<file path="src/rtl/if_prefetch_queue_if.sv">
// Instruction-memory read port between the fetch front end (master) and IM (slave).
// In-order requests with a valid/ready handshake; responses return in request order.
interface if_prefetch_queue_if;
  logic        req_valid;
  logic        req_ready;
  logic [31:0] req_addr;
  logic        rsp_valid;
  logic [31:0] rsp_data;

  modport master (
    output req_valid,
    output req_addr,
    input  req_ready,
    input  rsp_valid,
    input  rsp_data
  );

  modport slave (
    input  req_valid,
    input  req_addr,
    output req_ready,
    output rsp_valid,
    output rsp_data
  );
endinterface

</file>
<file path="src/rtl/if_prefetch_queue.sv">
// Fetch-stage prefetch queue: credit-limited in-order IM reads, PC-tagged FIFO, redirect flush.
// Optional macro IFQ_BYPASS_EN lets a response reach instr_0/pc_0 in its own cycle when the queue is empty.
module if_prefetch_queue #(
  parameter int          DEPTH    = 4,
  parameter logic [31:0] RESET_PC = 32'h0000_3000
) (
  input  logic                  clk,
  input  logic                  reset,
  if_prefetch_queue_if.master   imem,
  input  logic                  stall,
  input  logic                  redirect,
  input  logic [31:0]           redirect_pc,
  output logic                  valid_0,
  output logic [31:0]           instr_0,
  output logic [31:0]           pc_0,
  output logic [31:0]           pc4_0
);

  localparam int CW = $clog2(DEPTH + 1);
  localparam int PW = (DEPTH > 1) ? $clog2(DEPTH) : 1;

  typedef logic [CW-1:0] cnt_t;
  typedef logic [PW-1:0] ptr_t;

  typedef struct packed {
    logic [31:0] instr;
    logic [31:0] pc;
  } entry_t;

  // Storage
  entry_t      q_mem   [DEPTH];
  logic [31:0] tag_mem [DEPTH];

  // State
  ptr_t        q_head, q_tail;
  ptr_t        tag_head, tag_tail;
  cnt_t        count, inflight, drop;
  logic [31:0] fetch_pc;
  logic [31:0] pc_hold;

  // Datapath decisions
  logic [CW:0] credit_used;
  logic        fire;
  logic        rsp_acc;
  logic        rsp_keep;
  logic        q_valid;
  logic        byp_hit;
  logic        pop_q;
  logic        push;
  logic [31:0] rsp_pc;
  logic        unused_redirect_lsbs;

  assign unused_redirect_lsbs = ^redirect_pc[1:0];

  // Credits cover queued plus in-flight words, so a returning word always has a slot.
  assign credit_used    = {1'b0, count} + {1'b0, inflight};
  assign imem.req_valid = reset & ~redirect & (credit_used < (CW+1)'(DEPTH));
  assign imem.req_addr  = fetch_pc;
  assign fire           = imem.req_valid & imem.req_ready;

  // A response with nothing outstanding is spurious and must not underflow the counters.
  assign rsp_acc  = reset & imem.rsp_valid & (inflight != '0);
  assign rsp_keep = rsp_acc & (drop == '0) & ~redirect;
  assign rsp_pc   = tag_mem[tag_head];
  assign q_valid  = (count != '0);

`ifdef IFQ_BYPASS_EN
  assign byp_hit = rsp_keep & ~q_valid;
`else
  assign byp_hit = 1'b0;
`endif

  assign pop_q = q_valid & ~stall & ~redirect;
  // A bypassed word consumed this cycle never occupies a slot.
  assign push  = rsp_keep & ~(byp_hit & ~stall);

  // NOTE: every output of a combinational block gets a default first; a path
  // that leaves one unassigned would infer a latch.
  always_comb begin
    valid_0 = 1'b0;
    instr_0 = 32'h0000_0000;
    pc_0    = pc_hold;
    if (q_valid) begin
      valid_0 = 1'b1;
      instr_0 = q_mem[q_head].instr;
      pc_0    = q_mem[q_head].pc;
    end else if (byp_hit) begin
      valid_0 = 1'b1;
      instr_0 = imem.rsp_data;
      pc_0    = rsp_pc;
    end
  end

  assign pc4_0 = pc_0 + 32'd4;

  // NOTE: sequential state uses non-blocking assignments only, so every
  // register samples the pre-edge values regardless of statement order.
  always_ff @(posedge clk) begin
    if (!reset) begin
      fetch_pc <= RESET_PC;
      pc_hold  <= RESET_PC;
      count    <= '0;
      inflight <= '0;
      drop     <= '0;
      q_head   <= '0;
      q_tail   <= '0;
      tag_head <= '0;
      tag_tail <= '0;
    end else begin
      pc_hold  <= pc_0;
      inflight <= inflight + cnt_t'(fire) - cnt_t'(rsp_acc);
      // Tags track every outstanding request, stale or not, so they survive a redirect.
      if (fire) begin
        tag_tail <= tag_tail + ptr_t'(1);
        fetch_pc <= fetch_pc + 32'd4;
      end
      if (rsp_acc) begin
        tag_head <= tag_head + ptr_t'(1);
      end
      if (redirect) begin
        fetch_pc <= {redirect_pc[31:2], 2'b00};
        count    <= '0;
        q_tail   <= q_head;
        drop     <= inflight - cnt_t'(rsp_acc);
      end else begin
        count <= count + cnt_t'(push) - cnt_t'(pop_q);
        if (push) begin
          q_tail <= q_tail + ptr_t'(1);
        end
        if (pop_q) begin
          q_head <= q_head + ptr_t'(1);
        end
        if (rsp_acc && (drop != '0)) begin
          drop <= drop - cnt_t'(1);
        end
      end
    end
  end

  // NOTE: storage arrays are not reset; occupancy counters and pointers alone
  // decide which entries are meaningful.
  always_ff @(posedge clk) begin
    if (fire) begin
      tag_mem[tag_tail] <= fetch_pc;
    end
    if (push) begin
      q_mem[q_tail] <= '{instr: imem.rsp_data, pc: rsp_pc};
    end
  end

  a_credit_bound : assert property (@(posedge clk) disable iff (!reset)
    credit_used <= (CW+1)'(DEPTH));
  a_drop_bound : assert property (@(posedge clk) disable iff (!reset)
    drop <= inflight);
  a_addr_stable : assert property (@(posedge clk) disable iff (!reset)
    (imem.req_valid && !imem.req_ready && !redirect) |=> (imem.req_addr == $past(imem.req_addr)));

endmodule

</file>
<file path="src/flat_wrapper.sv">
// flat-port wrapper written by rule: the top's interface ports become plain ports
module if_prefetch_queue_flat 
#(
  parameter int          DEPTH    = 4,
  parameter logic [31:0] RESET_PC = 32'h0000_3000
)
  (clk, reset, stall, redirect, redirect_pc, valid_0, instr_0, pc_0, pc4_0, imem_req_valid, imem_req_addr, imem_req_ready, imem_rsp_valid, imem_rsp_data);
  if_prefetch_queue_if imem_i ();
  input  logic clk;
  input  logic reset;
  input  logic stall;
  input  logic redirect;
  input  logic [31:0] redirect_pc;
  output logic valid_0;
  output logic [31:0] instr_0;
  output logic [31:0] pc_0;
  output logic [31:0] pc4_0;
  output wire logic [$bits(imem_i.req_valid)-1:0] imem_req_valid;
  output wire logic [$bits(imem_i.req_addr)-1:0] imem_req_addr;
  input wire logic [$bits(imem_i.req_ready)-1:0] imem_req_ready;
  input wire logic [$bits(imem_i.rsp_valid)-1:0] imem_rsp_valid;
  input wire logic [$bits(imem_i.rsp_data)-1:0] imem_rsp_data;
  assign imem_req_valid = imem_i.req_valid;
  assign imem_req_addr = imem_i.req_addr;
  assign imem_i.req_ready = imem_req_ready;
  assign imem_i.rsp_valid = imem_rsp_valid;
  assign imem_i.rsp_data = imem_rsp_data;
  if_prefetch_queue #(.DEPTH(DEPTH), .RESET_PC(RESET_PC)) u_core (.clk(clk), .reset(reset), .imem(imem_i), .stall(stall), .redirect(redirect), .redirect_pc(redirect_pc), .valid_0(valid_0), .instr_0(instr_0), .pc_0(pc_0), .pc4_0(pc4_0));
endmodule
</file>
<file path="config.mk">
export PLATFORM = sky130hd
export DESIGN_NAME = if_prefetch_queue_flat
export DESIGN_NICKNAME = d
export VERILOG_FILES = /design/src/rtl/if_prefetch_queue_if.sv /design/src/rtl/if_prefetch_queue.sv /design/src/flat_wrapper.sv
export SDC_FILE = /design/constraint.sdc
export NUM_CORES = 1
export LEC_CHECK = 0
export ABC_AREA = 1
export BUFFER_PORTS_ARGS = -buffer_cell sky130_fd_sc_hd__buf_2
export CAP_MARGIN = 20
export CORE_MARGIN = 2
export CORE_UTILIZATION = 53
export CTS_CLUSTER_SIZE = 14
export DETAILED_ROUTE_END_ITERATION = 10
export PLACE_DENSITY = 0.73
export SLEW_MARGIN = 40
export SYNTH_ARGS = -nofsm -noshare
export SYNTH_HDL_FRONTEND = slang
export SYNTH_SLANG_ARGS = --single-unit
export TNS_END_PERCENT = 30
</file>
<file path="constraint.sdc">
create_clock -name clk -period 8.5 [get_ports clk]
set_clock_uncertainty 0.05 [all_clocks]
set_input_delay 1.275 -clock clk [delete_from_list [all_inputs] [get_ports clk]]
set_output_delay 1.275 -clock clk [all_outputs]
set_load 0.005 [all_outputs]
</file>
==> load_flow_metrics.sql <==
INSERT INTO impl_metrics (metric_group, metric, value, unit) VALUES
('clocking', 'clock_insertion_delay_worst_skew', '0.55', 'ns'),
('clocking', 'post-cts-setup-buffer-count', '0', ''),
('route', 'drtAntennaViolNets', '0', ''),
('floorplan', 'placeableCoreArea', '0.0374', 'mm^2'),
('worst_setup_path', 'worst_r2r_startpoint', 'u_core.count[1]', ''),
('final_layout', 'design.final.nets', '2273', ''),
('grt', 'vias_in_the_first_global_route', '13600', ''),
('logic_synthesis', 'syn-cell-area', '0.0200', 'mm^2'),
('timing', 'grt_setup_unrepaired', 'no', ''),
('final_layout', 'num_antenna_cells', '0', ''),
('floorplan', 'die-area', '0.0392', 'mm^2'),
('worst_setup_path', 'worst_case_register_to_register_setup_slack', '4.48', 'ns'),
('placed_design', 'placement.cell_area', '0.0213', 'mm^2'),
('clocking', 'post_cts_resize_count', '0', ''),
('worst_setup_path', 'timing.rr.end', 'u_core.count[2]', ''),
('job', 'cap_violations', '0', ''),
('grt', 'globalRouteTotalUtil', '0.240', ''),
('timing', 'fin_tns_setup', '0', 'ns'),
('timing', 'worst_pin_slew', '0.821', 'ns'),
('floorplan', 'floorplan.initialDensity', '0.534', ''),
('floorplan', 'die_w', '198', 'um'),
('floorplan', 'io_pins', '200', ''),
('worst_setup_path', 'cp-start-kind', 'flop', ''),
('route', 'first_iter_violations', '969', ''),
('clocking', 'clk_pin_slew', '0.06', 'ns'),
('logic_synthesis', 'cell_variety_after_synth', '45', ''),
('logic_synthesis', 'ys.flop_type', 'sky130_fd_sc_hd__edfxtp_1', ''),
('power_and_ir_drop', 'p_sw_frac', '0.231', ''),
('worst_hold_path', 'min_delay_path_depth', '2', ''),
('power_and_ir_drop', 'cellPowerDensity', '209', 'mW/mm^2'),
('logic_synthesis', 'synth_async_sr_flop_share', '0', ''),
('logic_synthesis', 'synth_cells', '2015', ''),
('logic_synthesis', 'synth_area_per_cell', '9.90', 'um^2'),
('clocking', 'cts_made_buffers', '45', ''),
('placed_design', 'io_buffers', '195', ''),
('worst_setup_path', 'crit_fanout', '74', ''),
('final_layout', 'fillCellCount', '3068', ''),
('clocking', 'clock-sinks', '451', ''),
('final_layout', 'drive_gt1_frac', '0.158', ''),
('timing', 'worst_slew_margin_rel', '0.452', ''),
('placed_design', 'dpl.hpwl', '28900', 'um'),
('worst_hold_path', 'hold_crit_endpoint', 'u_core.pc_hold[0]', ''),
('worst_setup_path', 'cp.required', '7.17', 'ns'),
('worst_setup_path', 'crit_type', 'reg -> out', ''),
('worst_setup_path', 'reg2reg_depth', '13', ''),
('timing', 'final-max-slew-violation-count', '0', ''),
('grt', 'maximum_number_of_pins_on_one_net_before_global_route_repair', '89', ''),
('power_and_ir_drop', 'max-vdd-ir-drop', '162', 'uV'),
('grt', 'top_usage_layer', 'met2', ''),
('worst_setup_path', 'critPathCaptureType', 'output port', ''),
('final_layout', 'fin_area', '0.0226', 'mm^2'),
('power_and_ir_drop', 'power.static_leakage', '9.06', 'nW'),
('power_and_ir_drop', 'p_sw', '0.00109', 'W'),
('grt', 'use_met2', '0.387', ''),
('timing', 'fmax', '195', 'MHz'),
('grt', 'antenna_found_initial', '0', ''),
('timing', 'final_hold_viol_count', '0', ''),
('worst_hold_path', 'holdCritStartpoint', 'u_core.pc_hold[0]', ''),
('route', 'drt-vias-per-instance', '5.27', ''),
('final_layout', 'area.growth.synth_to_final', '13.5', '%'),
('placed_design', 'place.gp.congestion', '0.920', ''),
('clocking', 'max-clock-path-buffers', '3', ''),
('logic_synthesis', 'synth_seq_area_share', '0.637', ''),
('timing', 'setup_viol', '0', ''),
('power_and_ir_drop', 'power_frac_clock', '0.390', ''),
('route', 'total_number_of_vias', '14400', ''),
('power_and_ir_drop', 'pwr-share-comb', '0.079', ''),
('worst_hold_path', 'worstHoldPathType', 'reg -> reg', ''),
('run_status', 'outcome', 'finished, final reports clean', ''),
('logic_synthesis', 'synth_seq_cells', '451', ''),
('route', 'finalWirelength', '46600', 'um');
==> routing by layer <==
metal  up-vias  part of all wire
met3        71             0.068
met1      6740              0.45
met4         0             0.019
li1       7013                 -
met5         -                 0
met2       543              0.46
==> sequential cells by signal, indices dropped and copies added (netlist names), 3 cells and up, named ones only <==
signal	count
u_core.drop	3
u_core.q_mem	248
u_core.inflight	3
u_core.count	3
u_core.imem.req_addr	30
u_core.tag_mem	120
u_core.pc_hold	32
==> worst max-delay path: stages (launching register included) <==
cell,delay (ns)
sky130_fd_sc_hd__dfxtp_4,0.64
sky130_fd_sc_hd__inv_4,0.28
sky130_fd_sc_hd__buf_4,0.46
sky130_fd_sc_hd__nand2_1,0.15
sky130_fd_sc_hd__nand3_1,0.07
sky130_fd_sc_hd__nand2_1,0.13
sky130_fd_sc_hd__nand2_1,0.06
sky130_fd_sc_hd__nand2_1,0.18
sky130_fd_sc_hd__ha_1,0.29
sky130_fd_sc_hd__nand3_2,0.20
sky130_fd_sc_hd__nor2_2,0.27
sky130_fd_sc_hd__nand2_1,0.11
sky130_fd_sc_hd__xor2_1,0.20
sky130_fd_sc_hd__buf_2,0.15
==> cells in the final DEF, fill, tap and decap left out, types with 16 or more instances in the layout <==
master / n
sky130_fd_sc_hd__nand2_1: 431
sky130_fd_sc_hd__nand4_1: 17
sky130_fd_sc_hd__clkbuf_1: 16
sky130_fd_sc_hd__ha_1: 20
sky130_fd_sc_hd__edfxtp_1: 368
sky130_fd_sc_hd__nand2_2: 25
sky130_fd_sc_hd__inv_1: 191
sky130_fd_sc_hd__o21ai_0: 148
sky130_fd_sc_hd__or2_2: 16
sky130_fd_sc_hd__dfxtp_1: 81
sky130_fd_sc_hd__clkbuf_16: 46
sky130_fd_sc_hd__nand3_1: 92
sky130_fd_sc_hd__nor2_1: 314
sky130_fd_sc_hd__xor2_1: 34
sky130_fd_sc_hd__o22ai_1: 31
sky130_fd_sc_hd__nor2_2: 16
sky130_fd_sc_hd__buf_2: 195
sky130_fd_sc_hd__a21oi_1: 62
==> metrics by stage <==
stage / setup WS [ns] / instances / util / power (W) / hold slack (ns)
after CTS: 3.34 / 2726 / 0.605 / 0.00476 / 0.393
after global placement: 4.02 / 2645 / 0.568 / 0.00291 / 0.381
final: 3.37 / 2726 / 0.605 / 0.00473 / 0.390
after floorplan: 3.36 / 2016 / - / 0.00278 / 0.371
after global routing: 3.07 / 2726 / 0.605 / 0.00489 / 0.413
after detailed placement: 3.94 / 2645 / 0.568 / 0.00293 / 0.384
==> cells in the mapped netlist, types with 17 or more instances <==
cell	count	area share
sky130_fd_sc_hd__nand2_1	431	0.081
sky130_fd_sc_hd__edfxtp_1	368	0.55
sky130_fd_sc_hd__nor2_1	322	0.061
sky130_fd_sc_hd__inv_1	194	0.036
sky130_fd_sc_hd__o21ai_0	148	0.037
sky130_fd_sc_hd__nand3_1	92	0.023
sky130_fd_sc_hd__dfxtp_1	83	0.083
sky130_fd_sc_hd__a21oi_1	62	0.016
sky130_fd_sc_hd__clkbuf_1	39	0.0073
sky130_fd_sc_hd__xor2_1	34	0.015
sky130_fd_sc_hd__o22ai_1	31	0.0097
sky130_fd_sc_hd__buf_2	25	0.0063
sky130_fd_sc_hd__nand2_2	25	0.0078
sky130_fd_sc_hd__ha_1	20	0.013
sky130_fd_sc_hd__nand4_1	17	0.0053
==> power groups by stage <==
stage	combinational, W	clock (W)	sequential (W)
6_report	0.000372	0.00185	0.00251
5_1_grt	0.000416	0.00196	0.00252
4_1_cts	0.000372	0.00188	0.00251
3_5_place_dp	0.000369	0	0.00256
3_3_place_gp	0.000353	0	0.00256
2_1_floorplan	0.000237	0	0.00255
==> worst max path at each step <==
stage | start | endpoint | slack, ns | cells after the start
final | flop | pc4_0[18] | 3.37 | 13
after global routing | flop | pc4_0[18] | 3.07 | 13
after CTS | flop | pc4_0[18] | 3.34 | 13
after detailed placement | flop | pc4_0[18] | 3.94 | 13
after global placement | flop | pc4_0[18] | 4.02 | 13
after floorplan | reset | u_core.q_mem[0][10] | 3.36 | 6
==> final cells by class <==
| cell class | instances | area (um^2) | share of cell area |
|---|---|---|---|
| sequential | 451 | 12700 | 0.562 |
| multi-input combinational | 1270 | 6010 | 0.265 |
| clock buffer | 65 | 1250 | 0.0553 |
| timing repair buffer | 212 | 1120 | 0.0496 |
| inverter | 201 | 766 | 0.0338 |
| tap | 511 | 639 | 0.0282 |
| clock inverter | 16 | 133 | 0.00586 |
==> logic make-up after synthesis <==
kind of cell               count (synthesis)  share of synthesized area
AOI/OAI and AO/OA                        274                     0.0737
adders and majority gates                 22                     0.0145
xor gates and xnor gates                  40                     0.0176
and+or+nand+nor                          932                      0.193
DFF                                      451                      0.637
buffers and inverters                    295                     0.0639
other                                      1                   0.000188
Power figures use the tool's default switching activity.
